==> src/rtl/vend_pkg.sv <==
// Shared types and constants for the vending sequencer: FSM states, change-coin
// codes and their values in 25c units.
package vend_pkg;

  typedef enum logic [1:0] {
    IDLE    = 2'd0,
    COLLECT = 2'd1,
    VEND    = 2'd2,
    CHANGE  = 2'd3
  } state_t;

  localparam logic [1:0] COIN_25 = 2'b00;
  localparam logic [1:0] COIN_50 = 2'b01;
  localparam logic [1:0] COIN_1R = 2'b10;

  localparam logic [2:0] VAL_25 = 3'd1;
  localparam logic [2:0] VAL_50 = 3'd2;
  localparam logic [2:0] VAL_1R = 3'd4;

  localparam int CREDIT_W_DEF = 4;

endpackage

==> src/rtl/vend_sequencer_change_picker.sv <==
// Greedy change-coin selection: the largest coin not exceeding the credit.
// A credit of 0 maps to 25c so the idle coin code reads 00.
module change_picker
  import vend_pkg::*;
#(
  parameter int CREDIT_W = CREDIT_W_DEF
) (
  input  logic [CREDIT_W-1:0] credit,
  output logic [1:0]          coin,
  output logic [2:0]          val
);

  always_comb begin
    coin = COIN_25;
    val  = VAL_25;
    if (credit >= CREDIT_W'(4)) begin
      coin = COIN_1R;
      val  = VAL_1R;
    end else if (credit >= CREDIT_W'(2)) begin
      coin = COIN_50;
      val  = VAL_50;
    end
  end

endmodule

==> src/rtl/vend_sequencer.sv <==
// Vending sale sequencer: coin credit, price check, dispense, greedy change.
// Define VEND_TIMEOUT_EN to auto-refund after TIMEOUT_CYCLES idle COLLECT cycles.
module vend_sequencer
  import vend_pkg::*;
#(
  parameter int CREDIT_W       = CREDIT_W_DEF,
  parameter int TIMEOUT_CYCLES = 1000
) (
  input  logic                clk,
  input  logic                rst_n,
  input  logic                centavos_25,
  input  logic                centavos_50,
  input  logic                real_1,
  input  logic                sel_valid,
  input  logic [CREDIT_W-1:0] sel_price,
  input  logic                cancel,
  output logic                dispense,
  output logic                coin_reject,
  output logic                chg_valid,
  output logic [1:0]          chg_coin,
  input  logic                chg_ack,
  output logic [CREDIT_W-1:0] credit,
  output logic                busy
);

  state_t              state, state_nxt;
  logic [CREDIT_W-1:0] credit_nxt;
  logic                rej_nxt;
  logic [1:0]          pick_coin;
  logic [2:0]          pick_val;
  logic [2:0]          coin_val;
  logic                coin_any, coin_multi, sel_ok, tmo_hit, give_up;
  logic [CREDIT_W:0]   coin_sum;

  change_picker #(.CREDIT_W(CREDIT_W)) u_pick (
    .credit (credit),
    .coin   (pick_coin),
    .val    (pick_val)
  );

  // priority decode: 25c wins over 50c wins over R$1
  always_comb begin
    coin_val = 3'd0;
    if (centavos_25)      coin_val = VAL_25;
    else if (centavos_50) coin_val = VAL_50;
    else if (real_1)      coin_val = VAL_1R;
  end

  assign coin_any   = centavos_25 | centavos_50 | real_1;
  assign coin_multi = (centavos_25 & centavos_50) | (centavos_25 & real_1) |
                      (centavos_50 & real_1);
  assign coin_sum   = {1'b0, credit} + (CREDIT_W+1)'(coin_val);
  assign sel_ok     = sel_valid && (sel_price != '0) && (sel_price <= credit);

`ifdef VEND_TIMEOUT_EN
  localparam int TW = (TIMEOUT_CYCLES > 1) ? $clog2(TIMEOUT_CYCLES) : 1;
  logic [TW-1:0] tmo_cnt;
  logic          activity;

  assign activity = coin_any | sel_valid | cancel;
  assign tmo_hit  = (state == COLLECT) && (tmo_cnt == TW'(TIMEOUT_CYCLES - 1));

  always_ff @(posedge clk or negedge rst_n) begin
    if (!rst_n)                             tmo_cnt <= '0;
    else if (state != COLLECT || activity)  tmo_cnt <= '0;
    else                                    tmo_cnt <= tmo_cnt + TW'(1);
  end
`else
  // no timer: the comparison is constant false and only keeps the parameter referenced
  assign tmo_hit = (TIMEOUT_CYCLES < 0);
`endif

  assign give_up = cancel | tmo_hit;

  always_ff @(posedge clk or negedge rst_n) begin
    if (!rst_n) begin
      state       <= IDLE;
      credit      <= '0;
      coin_reject <= 1'b0;
    end else begin
      state       <= state_nxt;
      credit      <= credit_nxt;
      coin_reject <= rej_nxt;
    end
  end

  always_comb begin
    state_nxt  = state;
    credit_nxt = credit;
    rej_nxt    = coin_multi;
    case (state)
      IDLE, COLLECT: begin
        if (state == COLLECT && give_up) begin
          state_nxt = CHANGE;
          rej_nxt   = coin_any;
        end else if (state == COLLECT && sel_ok) begin
          credit_nxt = credit - sel_price;
          state_nxt  = VEND;
          rej_nxt    = coin_any;
        end else if (coin_any) begin
          if (coin_sum[CREDIT_W]) begin
            rej_nxt = 1'b1;
          end else begin
            credit_nxt = coin_sum[CREDIT_W-1:0];
            state_nxt  = COLLECT;
          end
        end
      end
      VEND: begin
        rej_nxt   = coin_any;
        state_nxt = (credit != '0) ? CHANGE : IDLE;
      end
      CHANGE: begin
        rej_nxt = coin_any;
        if (credit == '0) begin
          state_nxt = IDLE;
        end else if (chg_ack) begin
          credit_nxt = credit - CREDIT_W'(pick_val);
          if (credit == CREDIT_W'(pick_val)) state_nxt = IDLE;
        end
      end
      default: state_nxt = IDLE;
    endcase
  end

  always_comb begin
    dispense  = (state == VEND);
    busy      = (state == VEND) || (state == CHANGE);
    chg_valid = (state == CHANGE) && (credit != '0);
    chg_coin  = chg_valid ? pick_coin : COIN_25;
  end

endmodule

==> config.mk <==
export PLATFORM = sky130hd
export DESIGN_NAME = vend_sequencer
export DESIGN_NICKNAME = d
export VERILOG_FILES = /design/src/rtl/vend_pkg.sv /design/src/rtl/vend_sequencer_change_picker.sv /design/src/rtl/vend_sequencer.sv
export SDC_FILE = /design/constraint.sdc
export NUM_CORES = 1
export LEC_CHECK = 0
export ABC_CLOCK_PERIOD_IN_PS = 3520
export CAP_MARGIN = 5
export CORE_AREA = 3 3 58 44
export CTS_BUF_LIST = sky130_fd_sc_hd__clkbuf_16
export DETAILED_ROUTE_END_ITERATION = 10
export DIE_AREA = 0 0 61 47
export PLACE_DENSITY = 0.82
export SYNTH_ARGS = -nofsm -noshare
export SYNTH_HDL_FRONTEND = slang
export SYNTH_SLANG_ARGS = --single-unit
==> constraint.sdc <==
create_clock -name clk -period 3.52 [get_ports clk]
set_input_delay 0.704 -clock clk [delete_from_list [all_inputs] [get_ports clk]]
set_output_delay 0.704 -clock clk [all_outputs]
set_load 0.05 [all_outputs]
# Yosys cells after proc, flatten, opt, wreduce, memory -nomap -nowiden
# Index checks and enable logic that the tools add are counted.
# op_classes
bitwise_logic	7
shift	0
n_lt_le_gt_ge	3
eq_ne	13
muxes	29
div_mod_pow	0
add_sub_neg	3
n_reduce_logical	15
mul	0
# ops
operator	count
4-bit 2-to-1 mux	6
2-bit 2-to-1 mux	11
3-bit 2-to-1 mux	4
3-bit != test (second input constant)	4
4-bit != test (second input constant)	2
4-bit case mux with 2 select lines	1
4-bit nonzero test	2
2-bit != test (second input constant)	3
2-bit case mux with 3 select lines	1
6-bit AND reduction	1
4-bit by 3-bit adder with 5-bit output	1
1-bit logical AND	5
1-bit 2-to-1 mux	5
2-bit equality test (second input constant)	2
4-bit by 3-bit equality test with 1-bit output	1
4-bit by 2-bit >= comparator with 1-bit output (second input constant)	1
4-bit by 3-bit >= comparator with 1-bit output (second input constant)	1
4-bit <= comparator	1
4-bit zero test	1
1-bit OR	4
4-bit AND reduction	1
2-bit OR reduction	2
4-bit by 3-bit subtractor with 4-bit output	1
4-bit subtractor	1
6 further kinds	8
# totals
regBits	7
elab_cells	73
memories	0
ram_bits	0
latchBits	0
rom_bits	0

# Logic depth before layout (Yosys ltp)
# logic_depth
word_depth	9
depth_mapped	9

# Modules after synthesis
# A second synthesis with hierarchy kept.
# unflattened
hier_cells	116
hier_area_um2	968.4
# modules_own_cells
module	n_inst	area_each_um2	cells_per_inst
vend_sequencer	1	934.6	111
change_picker	1	33.8	5

# Least setup slack after synthesis
# Ideal clock, no wire load.
# synth_timing
path_kind	register -> register
from	reg credit[3]
to	reg credit[2]
path_slack_ns	0.877
path_stages_with_launch	7
setup_time_ns	0.135
n_path_buf	1
arrival_time_ns	2.508
synth_period_minus_slack_ns	2.643
path_cell_list	dfrtp_1 -> clkbuf_1 -> nor4_1 -> nor2_1 -> a21oi_1 -> o32ai_1 -> a221oi_2
# synth_via
elab_chain_cells	7
# synth_rtl
element	line	text
start, declared	vend_sequencer.sv:22	output logic [CREDIT_W-1:0] credit,
start signal, assigned	vend_sequencer.sv:82	credit <= credit_nxt;
4-bit by 2-bit >= comparator with 1-bit output	vend_sequencer_change_picker.sv:19	end else if (credit >= CREDIT_W'(2)) begin
2-bit 2-to-1 mux	vend_sequencer_change_picker.sv:19	
3-bit 2-to-1 mux	vend_sequencer_change_picker.sv:16	if (credit >= CREDIT_W'(4)) begin
4-bit by 3-bit subtractor with 4-bit output	vend_sequencer.sv:118	credit_nxt = credit - CREDIT_W'(pick_val);
4-bit 2-to-1 mux	vend_sequencer.sv:117	end else if (chg_ack) begin
4-bit 2-to-1 mux	vend_sequencer.sv:115	if (credit == '0) begin
4-bit case mux with 2 select lines	vend_sequencer.sv:91	case (state)
# Several ways; a longest one is shown, not always the timed one. The select of a mux whose other input is x is not followed.
# A chain may end at the register's enable or synchronous reset.

# Final worst setup path
# layout_timing
from	in real_1
to	reg credit[2]
# layout_via
elab_chain_cells	9
# layout_rtl
element	line	text
start, declared	vend_sequencer.sv:13	input logic real_1,
3-bit 2-to-1 mux	vend_sequencer.sv:46	else if (real_1) coin_val = VAL_1R;
3-bit 2-to-1 mux	vend_sequencer.sv:45	else if (centavos_50) coin_val = VAL_50;
3-bit 2-to-1 mux	vend_sequencer.sv:44	if (centavos_25) coin_val = VAL_25;
4-bit by 3-bit adder with 5-bit output	vend_sequencer.sv:52	assign coin_sum = {1'b0, credit} + (CREDIT_W+1)'(coin_val);
4-bit 2-to-1 mux	vend_sequencer.sv:101	if (coin_sum[CREDIT_W]) begin
4-bit 2-to-1 mux	vend_sequencer.sv:100	end else if (coin_any) begin
4-bit 2-to-1 mux	vend_sequencer.sv:96	end else if (state == COLLECT && sel_ok) begin
4-bit 2-to-1 mux	vend_sequencer.sv:93	if (state == COLLECT && give_up) begin
4-bit case mux with 2 select lines	vend_sequencer.sv:91	
# Several ways; a longest one is shown, not always the timed one. The select of a mux whose other input is x is not followed.

==> results_dict.tcl <==
set metrics [dict create \
    place.port_buffers 21 \
    wl_per_cell_microns 16.5 \
    synth.net_count 134 \
    setup_ws_ns 0.497 \
    slew_viol_final 0 \
    ctsResizeCount 0 \
    synth_cell_types 40 \
    start_util 0.433 \
    worst_hold_path_type "flop to flop" \
    drcViolationCount 0 \
    cts_tree "yes" \
    ys_async_sr_fraction 1.00 \
    postSynthAreaPerCell_sq_um 8.20 \
    io_pins 22 \
    path_clk_slew_ns 0.04 \
    synth_most_common_cell "a21oi_1" \
    max_stage_delay_ns 0.53 \
    die_h_microns 47 \
    pre_cts_slack_ns 0.246 \
    path_max_fanout 4 \
    clock.fmax_mhz 331 \
    vias 950 \
    synth_area_sq_um 902 \
    antenna_cells 0 \
    period_share 0.859 \
    finish.utilization 0.578 \
    grt_usage 0.196 \
    tightest_slew_ns 0.668 \
    synthToLayoutAreaGrowth_pct 33.6 \
    clockRootBuffer "clkbuf_16" \
    multiInputGateArea_sq_um 669 \
    drtPass1Iterations 4 \
    crit_path_end_kind "flop" \
    clock_path_buffers 2 \
    required_ns 3.61 \
    register_area_sq_um 175 \
    reg2reg_depth 7 \
    drtAntennaViolNets 0 \
    worst-setup-path-type "input pin to flop" \
    cap_violations 0 \
    dieArea_sq_mm 0.00287 \
    setup_tns_ns 0 \
    cts_setup_buffers 0 \
    nets 156 \
    drive_gt1_frac 0.0534 \
    min_path_cells 2 \
    synth_edf_count 0 \
    fillers 196 \
    antenna_found_initial 0 \
    hold_viol 0 \
    core-area_sq_mm 0.00208 \
    die_w_microns 61 \
    synth_top_area_cell "dfrtp_1" \
    synth_flop_cell "dfrtp_1" \
    p_per_area_mw_per_mm2 1120 \
    yosys-top-cells-area "dfrtp_1, ha_1, a21oi_1, fa_1, inv_1" \
    wirelength_microns 2560 \
    hpwl_microns 2080 \
    gp_congestion 0.873 \
    rsz0062_at_grt "false" \
    synth_top_area_frac 0.194 \
    grt_max_degree 13 \
    drtIter0Drc 52 \
    grt_overflow 0 \
    insertion_delay_ns 0.23 \
    holdWs_ns 0.723 \
    grt_first_pass_wirelength_microns 4120 \
    cts-htree-levels 1 \
    grt_pass1_vias 901 \
    cpMaxStageDelayCell "o21ai_0" \
    vdd_drop_max_uv 460 \
    synth_common_cells "a21oi_1, inv_1, ha_1, nor2_1, dfrtp_1" \
    synthCells 110 \
    status "finished clean" \
    finalSetupViolCount 0 \
    cts_sinks 7 \
    cts_buffers 3 \
    p_leak_nw 0.509 \
    clock_skew_ns 0.00108 \
    crit_path_start_kind "input pin" \
    via_per_inst 6.13 \
    num_rows 14 \
    maxSlewHeadroom 0.550 \
    synth_warnings 0 \
    period_needed_ns 3.02 \
    ys_ff_latch 7 \
    cp.arrival_ns 3.12 \
    cts-hold-fix-buffers 0 \
    ys_seq_area_frac 0.194 \
    crit_chain "clkdlybuf4s50_1 -> nor3b_1 -> ha_1 -> nor2b_1 -> o21ai_0 -> a221oi_4 -> o32ai_1 -> a221oi_2" \
]
[registers in the layout, summed over array words and instances, names as in the netlist]
name and count:
coin_reject 1, credit 4, state 2
[area by class of cell]
type,instances,share of cell area
well taps,24,0.0249
inverters,11,0.0343
multi-input cells,88,0.556
flip-flops and latches,7,0.145
repair buffers,21,0.174
clock inverters,1,0.00312
clock buffers,3,0.0623
[final timing paths]
check / from / end / slack, ns
max: real_1 / credit[2] / 0.50
max in group asynchronous: rst_n / credit[0] / 2.52
min reg2reg: credit[0] / credit[0] / 0.72
min in group asynchronous: rst_n / credit[3] / 0.75
min: credit[0] / credit[0] / 0.72
max reg2reg: credit[1] / credit[2] / 0.78
[kinds of logic after synthesis]
logic type	Yosys count	share of synthesized area
AOI/OAI and AO/OA	37	0.294
xor gates and xnor gates	4	0.0388
adders and majority gates	13	0.203
buffers and inverters	15	0.0638
DFF	7	0.194
and+or+nand+nor	34	0.207
[through the flow]
| step | instances | total power, mW | area [sq um] |
|---|---|---|---|
| floorplan | 110 | 0.883 | 902 |
| global placement | 151 | 1.12 | 1130 |
| detailed placement | 151 | 1.15 | 1130 |
| CTS | 155 | 1.35 | 1200 |
| global route | 155 | 1.45 | 1200 |
| finish | 155 | 1.35 | 1200 |
[layer usage]
metal  global-route usage  up-vias  share of wire
met5                    0        -              0
met4               0.0303        0         0.0039
met3               0.0659        2          0.081
met2                0.330       44           0.48
met1                0.252      455           0.43
li1                     -      449              -
[power breakdown]
part	switching, mW	internal [mW]
combinational	0.583	0.355
sequential	0.105	0.120
clock	0.0416	0.148
total	0.730	0.623
[layout by cell type, fill, tap and decap left out, drive strengths merged, types with 2 or more instances in the layout]
| cell type | instances |
|---|---|
| fa | 3 |
| dfrtp | 7 |
| xor2 | 2 |
| a211oi | 2 |
| o21ai | 4 |
| nand2b | 3 |
| nand4 | 2 |
| a21oi | 13 |
| nand3b | 2 |
| ha | 9 |
| nand3 | 3 |
| nor3 | 3 |
| inv | 12 |
| clkdlybuf4s50 | 21 |
| a21boi | 2 |
| o31ai | 2 |
| nand2 | 5 |
| a21o | 3 |
| a31oi | 2 |
| nor2 | 9 |
| a221oi | 3 |
| clkbuf | 3 |
| xnor2 | 2 |
[critical path, delay by kind of cell]
kind                     cells  cell delay [ns]
buffers and inverters        1             0.50
adder cells (fa/ha/maj)      1             0.30
AND/OR/NAND/NOR              2             0.37
AO/OA/AOI/OAI                4             1.23
Note: power is estimated with default switching activity, not from simulation.
